`src/rtl/ysyx_23060184_inst_queue_pkg.sv`:
```
// ---------------------------------------------------------------------------
// ysyx_23060184_inst_queue_pkg
//   Shared constants for the fetch/decode instruction queue.
//   - IQ_DATA_WIDTH  : width of PC and instruction words
//   - IQ_ACERR_WIDTH : width of the fetch bus response code
//   - RESP_OKAY      : response encoding meaning "no access fault"
//   - INST_NOP       : addi x0,x0,0, substituted for faulted fetches
// ---------------------------------------------------------------------------
package ysyx_23060184_inst_queue_pkg;

  localparam int          IQ_DATA_WIDTH  = 32;
  localparam int          IQ_ACERR_WIDTH = 2;
  localparam int          RESP_OKAY      = 0;
  localparam logic [31:0] INST_NOP       = 32'h0000_0013;

endpackage

```
`src/rtl/ysyx_23060184_inst_queue.sv`:
```
// ---------------------------------------------------------------------------
// ysyx_23060184_inst_queue
//   Circular-buffer FIFO between fetch and decode. Each entry holds
//   {pc, inst, fault}. A flush discards all entries in one cycle.
//
// Ports
//   clk, rst            clock, asynchronous active-high reset
//   flush               redirect: drop every buffered entry
//   in_valid/in_ready   fetch-side handshake
//   in_pc/in_inst       fetched word and its PC
//   in_resp             bus response, nonzero = access fault
//   out_valid/out_ready decode-side handshake
//   out_pc/out_pcplus4  head PC and PC+4
//   out_inst            head instruction, NOP when faulted
//   out_fault           head entry carried an access fault
//   count               current occupancy
//
// Handshake: a transfer happens on a rising edge where valid && ready are
// both 1 and flush is 0. valid never depends on ready on either side;
// in_ready and out_valid are functions of registered state only.
// ---------------------------------------------------------------------------
module ysyx_23060184_inst_queue
  import ysyx_23060184_inst_queue_pkg::*;
#(
  parameter int DEPTH       = 4,
  parameter int DATA_WIDTH  = IQ_DATA_WIDTH,
  parameter int ACERR_WIDTH = IQ_ACERR_WIDTH
) (
  input  logic                     clk,
  input  logic                     rst,
  input  logic                     flush,
  input  logic                     in_valid,
  output logic                     in_ready,
  input  logic [DATA_WIDTH-1:0]    in_pc,
  input  logic [DATA_WIDTH-1:0]    in_inst,
  input  logic [ACERR_WIDTH-1:0]   in_resp,
  output logic                     out_valid,
  input  logic                     out_ready,
  output logic [DATA_WIDTH-1:0]    out_pc,
  output logic [DATA_WIDTH-1:0]    out_pcplus4,
  output logic [DATA_WIDTH-1:0]    out_inst,
  output logic                     out_fault,
  output logic [$clog2(DEPTH):0]   count
);

  localparam int AW    = $clog2(DEPTH);
  localparam int PTR_W = AW + 1;

  // Pointers carry one wrap bit above the index so full and empty differ.
  logic [PTR_W-1:0]      r_wptr;
  logic [PTR_W-1:0]      r_rptr;

  logic [DATA_WIDTH-1:0] r_pc   [DEPTH];
  logic [DATA_WIDTH-1:0] r_inst [DEPTH];
  logic                  r_fault[DEPTH];

  logic                  w_empty;
  logic                  w_full;
  logic                  w_push;
  logic                  w_pop;
  logic [AW-1:0]         w_ridx;
  logic [AW-1:0]         w_widx;

  assign w_ridx  = r_rptr[AW-1:0];
  assign w_widx  = r_wptr[AW-1:0];
  assign w_empty = (r_wptr == r_rptr);
  assign w_full  = (w_widx == w_ridx) && (r_wptr[AW] != r_rptr[AW]);

  assign in_ready  = !w_full;
  assign out_valid = !w_empty;

  assign w_push = in_valid  && !w_full  && !flush;
  assign w_pop  = out_valid && out_ready && !flush;

  // Pointer difference is the occupancy; the wrap bit makes it exact.
  assign count = r_wptr - r_rptr;

  always_ff @(posedge clk or posedge rst) begin
    if (rst) begin
      r_wptr <= '0;
      r_rptr <= '0;
    end else if (flush) begin
      // Discard by catching the read pointer up; storage is untouched.
      r_rptr <= r_wptr;
    end else begin
      if (w_push) r_wptr <= r_wptr + PTR_W'(1);
      if (w_pop)  r_rptr <= r_rptr + PTR_W'(1);
    end
  end

  // Payload storage needs no reset: it is only observed behind out_valid.
  always_ff @(posedge clk) begin
    if (w_push) begin
      r_pc[w_widx]    <= in_pc;
      r_inst[w_widx]  <= in_inst;
      r_fault[w_widx] <= (in_resp != ACERR_WIDTH'(RESP_OKAY));
    end
  end

  assign out_pc      = r_pc[w_ridx];
  assign out_pcplus4 = r_pc[w_ridx] + DATA_WIDTH'(4);
  // Gated with !empty so the fault flag reads 0 out of reset.
  assign out_fault   = r_fault[w_ridx] && !w_empty;
  assign out_inst    = r_fault[w_ridx] ? DATA_WIDTH'(INST_NOP) : r_inst[w_ridx];

endmodule

```
`config.mk`:
```
export PLATFORM = sky130hd
export DESIGN_NAME = ysyx_23060184_inst_queue
export DESIGN_NICKNAME = d
export VERILOG_FILES = /design/src/rtl/ysyx_23060184_inst_queue_pkg.sv /design/src/rtl/ysyx_23060184_inst_queue.sv
export SDC_FILE = /design/constraint.sdc
export NUM_CORES = 1
export LEC_CHECK = 0
export BUFFER_PORTS_ARGS = -buffer_cell sky130_fd_sc_hd__buf_2
export CAP_MARGIN = 20
export CORE_ASPECT_RATIO = 2
export CORE_UTILIZATION = 40
export CTS_BUF_LIST = sky130_fd_sc_hd__clkbuf_8
export DETAILED_ROUTE_END_ITERATION = 8
export GPL_TIMING_DRIVEN = 1
export PLACE_DENSITY = 0.72
export SYNTH_ARGS = -nofsm -noshare
export SYNTH_HDL_FRONTEND = slang
export SYNTH_SLANG_ARGS = --single-unit
```
`constraint.sdc`:
```
create_clock -name clk -period 9.78 [get_ports clk]
set_input_delay 1.467 -clock clk [delete_from_list [all_inputs] [get_ports clk]]
set_output_delay 1.467 -clock clk [all_outputs]
set_load 0.1 [all_outputs]
```
; ---- Word level (Yosys, flattened, before mapping)
; Memories as Yosys holds them, arrays and structs flattened.
; Index checks and enable logic that the tools add are counted.
[classes]
addsub = 4
mul = 0
div_mod_pow = 0
order_cmp = 0
n_eq_ne = 3
n_shift = 0
n_mux = 5
bitwise = 1
n_reduce_logical = 12
[op_table]
columns = cell, n
row1 = $add 32x3->32 const B, 1
row2 = $mux 32, 1
row3 = $add 3x1->3 const B, 2
row4 = $logic_and 1x1->1, 6
row5 = $mux 3, 2
row6 = $reduce_bool 2->1, 2
row7 = $eq 3x3->1, 1
row8 = $logic_not 1->1, 3
row9 = $sub 3x3->3, 1
row10 = $eq 2x2->1, 1
row11 = $mux 1, 2
row12 = $reduce_and 2->1, 1
row13 = $ne 1x1->1, 1
row14 = $not 1->1, 1
[word_totals]
register_bits = 6
latch_bits = 0
ram_bits = 260
rom_bits = 0
input_bits = 71
output_inout_bits = 102
wordCells = 30
mem_count = 3
[mem_list]
columns = name, words, word_bits, rd, rd_clocked_by_memory_dff, wr, line
row1 = r_inst, 4, 32, 1, 0, 1, ysyx_23060184_inst_queue.sv:54  ; logic [DATA_WIDTH-1:0] r_inst [DEPTH];
row2 = r_pc, 4, 32, 1, 0, 1, ysyx_23060184_inst_queue.sv:53  ; logic [DATA_WIDTH-1:0] r_pc [DEPTH];
row3 = r_fault, 4, 1, 1, 0, 1, ysyx_23060184_inst_queue.sv:55  ; logic r_fault[DEPTH];

; ---- Logic depth before layout (Yosys ltp)
[depth]
ltp_word = 7
mapped_depth = 12
ltp_nobuf = 7

; ---- Least setup slack after synthesis
; OpenSTA, ideal clock, no wires.
[synth_path]
path_type = reg2out
from = register r_rptr[0]
to = output port out_pcplus4[22]
arrival_time_ns = 4.406
required_ns = 8.313
path_slack_ns = 3.907
path_stages_with_launch = 10
n_path_buf = 2
cell_sequence = dfrtp_1 buf_6 buf_12 mux4_1 ha_1 nand2b_1 o22a_1 nor4_4 nand4_1 xnor2_1
[synth_via]
elab_chain_cells = 2
[synth_lines]
columns = element, line
row1 = start: declaration, ysyx_23060184_inst_queue.sv:51  ; logic [PTR_W-1:0] r_rptr;
row2 = start signal: assignment, ysyx_23060184_inst_queue.sv:84  ; r_rptr <= r_wptr;
row3 = start signal: assignment, ysyx_23060184_inst_queue.sv:87  ; if (w_pop) r_rptr <= r_rptr + PTR_W'(1);
row4 = $mem_v2 4x32, --
row5 = named net out_pc[2], ysyx_23060184_inst_queue.sv:39  ; output logic [DATA_WIDTH-1:0] out_pc,
row6 = $add 32x3->32, ysyx_23060184_inst_queue.sv:101  ; assign out_pcplus4 = r_pc[w_ridx] + DATA_WIDTH'(4);
row7 = end: declaration, ysyx_23060184_inst_queue.sv:40  ; output logic [DATA_WIDTH-1:0] out_pcplus4,
; The timed path passes the listed nets, and every way through them passes these cells.

; ---- Worst setup path in the final report
[layout_path]
from = register r_rptr[0]
to = output port out_pcplus4[30]
[layout_via]
elab_chain_cells = 2
[layout_lines]
columns = element, line
row1 = $mem_v2 4x32, --
row2 = $add 32x3->32, ysyx_23060184_inst_queue.sv:101
; Every way passes these cells.

==> flow_summary_export.csv <==
group,metric,value,unit
outcome,status,"finished clean",
sta,fmax,190,MHz
detailed_routing,wl,21000,µm
clocking,post-cts-setup-buffers,0,
synthesis,syn_area_per_cell,21.1,µm²
synthesis,ys_types,34,
synthesis,ys_seq_area_frac,0.739,
synthesis,yosysTopAreaCell,"edfxtp_1",
clocking,htree_levels,2,
min_path,worstHoldPathType,"reg -> reg",
global_route,overflow,0,
detailed_routing,drc_errors,0,
sta,slew_headroom,0.299,
finish,drive_above_1_share,0.392,
worst_setup_path,worstPathRequired,8.31,ns
floorplanning,core,26400,µm²
worst_setup_path,crit_type,"reg -> out",
global_route,grt_max_degree,67,
synthesis,ys_ff_latch,266,
worst_setup_path,reg2reg_slack,6.05,ns
clocking,cts_hold_buf,0,
sta,fin_skew,0.0170,ns
clocking,clk_latency,0.52,ns
global_route,use_met1,0.148,
sta,layout_min_cycle_time,5.28,ns
synthesis,synth_cells,510,
synthesis,ys_warn_count,0,
sta,rsz0062_at_grt,"false",
floorplanning,fp.dieH,234,µm
global_route,groute.usage.overall,0.153,
clocking,clkTransAtPathRegs,0.07,ns
detailed_routing,drtAntennaViolNets,0,
global_route,busiest_layer,"met2",
detailed_routing,drt-pass1-iter-count,4,
global_route,grt_use_met2,0.309,
placement,portBuffers,172,
synthesis,syn_nets,590,
worst_setup_path,critPathCaptureType,"primary output",
floorplanning,initial_core_util,0.408,
detailed_routing,via_count,5432,
finish,syn_to_final_growth,16.6,%
finish,num-nets-final,781,
floorplanning,die_width,118,µm
floorplanning,io_pins,173,
clocking,cts_tree,"yes",
synthesis,post-synth-top-area-fraction,0.725,
clocking,cts_max_path_buffers,3,
worst_setup_path,crit_arrival,3.81,ns
clocking,cts_buffers,37,
sta,hold_violations,0,
worst_setup_path,critPathMaxFanout,39,
finish,filler_cell_count,2213,
global_route,grt_pass1_wl,31200,µm
detailed_routing,drt_iter0_drc,208,
run,cap_violations,0,
placement,gp_congestion,0.752,
detailed_routing,vias_per_cell,5.08,
clocking,root_buffer,"clkbuf_8",
clocking,clock_sinks,266,
floorplanning,dieArea,27600,µm²
sta,setup_viol,0,
synthesis,synth_area_leaders,"edfxtp_1 72%, mux4_2 11%, mux4_1 3.4%, xnor2_1 2.1%, nor2b_1 1.7%",
placement,post-dp-hpwl,13100,µm
sta,final_max_slew_viol_count,0,
global_route,use_met3,0.0277,
global_route,first_global_vias,5567,
worst_setup_path,cp-start-kind,"register",
synthesis,syn_area,10800,µm²
clocking,cts_resized,0,
floorplanning,num_rows,84,
global_route,antenna_found_initial,3,
sta,worstMarginPinSlew,1.05,ns
detailed_routing,post_drt_wl_per_cell,19.6,µm
sta,final.setup.tns,0,ns
sta,min_period_over_period,0.539,
-- logic make-up (layout without fill, tap and decap cells) --
group / Yosys count / in the layout / synth area share
compound gates: 5 / 5 / 0.00267
xor+xnor: 34 / 34 / 0.0276
fa+ha+maj: 9 / 9 / 0.0111
buf+inv: 32 / 246 / 0.0179
flops: 266 / 266 / 0.739
mux: 68 / 68 / 0.144
other cells: 0 / 2 / 0
simple gates: 96 / 96 / 0.0585
-- state kept, by name (all words and copies together), names as in the netlist --
| register | cells |
|---|---|
| r_pc | 128 |
| r_fault | 4 |
| r_inst | 128 |
| r_wptr | 3 |
| r_rptr | 3 |
-- stage by stage --
step | utilization | setup slack (ns) | hold slack, ns | instance area (µm²) | std cells
floorplan | - | 3.91 | 0.482 | 10800 | 510
finish | 0.476 | 4.50 | 0.548 | 12600 | 1070
CTS | 0.476 | 4.41 | 0.546 | 12600 | 1068
global placement | 0.453 | 5.02 | 0.532 | 11900 | 1006
global route | 0.476 | 4.26 | 0.574 | 12600 | 1069
detailed placement | 0.453 | 4.98 | 0.534 | 11900 | 1006
-- area by class of cell --
type	count	area, µm²	area share
Sequential cell	266	7970	0.634
Multi-Input combinational cell	212	2630	0.210
Timing Repair Buffer	175	883	0.0703
Clock buffer	37	509	0.0405
Tap cell	344	430	0.0343
Clock inverter	25	101	0.00807
Inverter	9	33.8	0.00269
Antenna cell	2	5.00	0.000398
-- worst max-delay path, cell delays in order (launching register included) --
cell     delay, ns
dfrtp_4       0.89
mux4_1        0.50
ha_1          0.26
nand2_1       0.07
o22a_1        0.26
nor4_4        0.49
nand3_1       0.18
xnor2_1       0.17
buf_2         0.44
-- cell usage in the layout (no fill, tap or decap), types with 5 or more instances in the layout --
cell / instances
xnor2_1: 26
buf_2: 172
nor2b_1: 29
mux4_2: 51
inv_1: 19
ha_1: 8
clkinv_1: 9
mux4_1: 14
and3_1: 7
xor2_1: 8
nand4_1: 6
and2_1: 5
edfxtp_1: 260
nand3_1: 13
nand2_1: 12
clkinv_2: 6
clkbuf_8: 37
-- metal layers --
metal	vias up	share of wire
li1	2448	-
met1	2771	0.34
met2	167	0.59
met3	42	0.044
met4	4	0.027
met5	-	0.0012
-- synth_stat cells --
library cell / n
xor2_1: 8
nand3b_1: 1
and4_1: 4
nand2_1: 12
o21ai_0: 4
nand4_1: 6
xnor2_1: 26
nand2b_1: 1
buf_1: 1
nor4_4: 2
nand4_4: 2
buf_2: 8
and3_1: 7
fa_1: 1
edfxtp_1: 260
inv_1: 9
buf_12: 2
nor2b_1: 29
clkbuf_1: 6
mux2i_1: 3
o22a_1: 1
nand3_1: 13
mux4_1: 14
dfrtp_1: 6
mux4_2: 51
buf_4: 4
and2_1: 9
nor2_1: 3
ha_1: 8
nor3_1: 1
buf_6: 2
or2_2: 4
nand3_4: 1
and3b_1: 1
-- worst paths after layout --
| kind | startpoint | cells past startpoint | endpoint |
|---|---|---|---|
| max in group asynchronous | rst | 2 | r_rptr[1] |
| min | r_wptr[2] | 1 | r_wptr[2] |
| max reg2reg | r_rptr[1] | 7 | r_pc[0][30] |
| max | r_rptr[0] | 8 | out_pcplus4[30] |
| min reg2reg | r_wptr[2] | 1 | r_wptr[2] |
| min in group asynchronous | rst | 2 | r_rptr[0] |
Power is not shown: default switching activity piles up to over one toggle a cycle in this logic, so the estimate is an artifact.
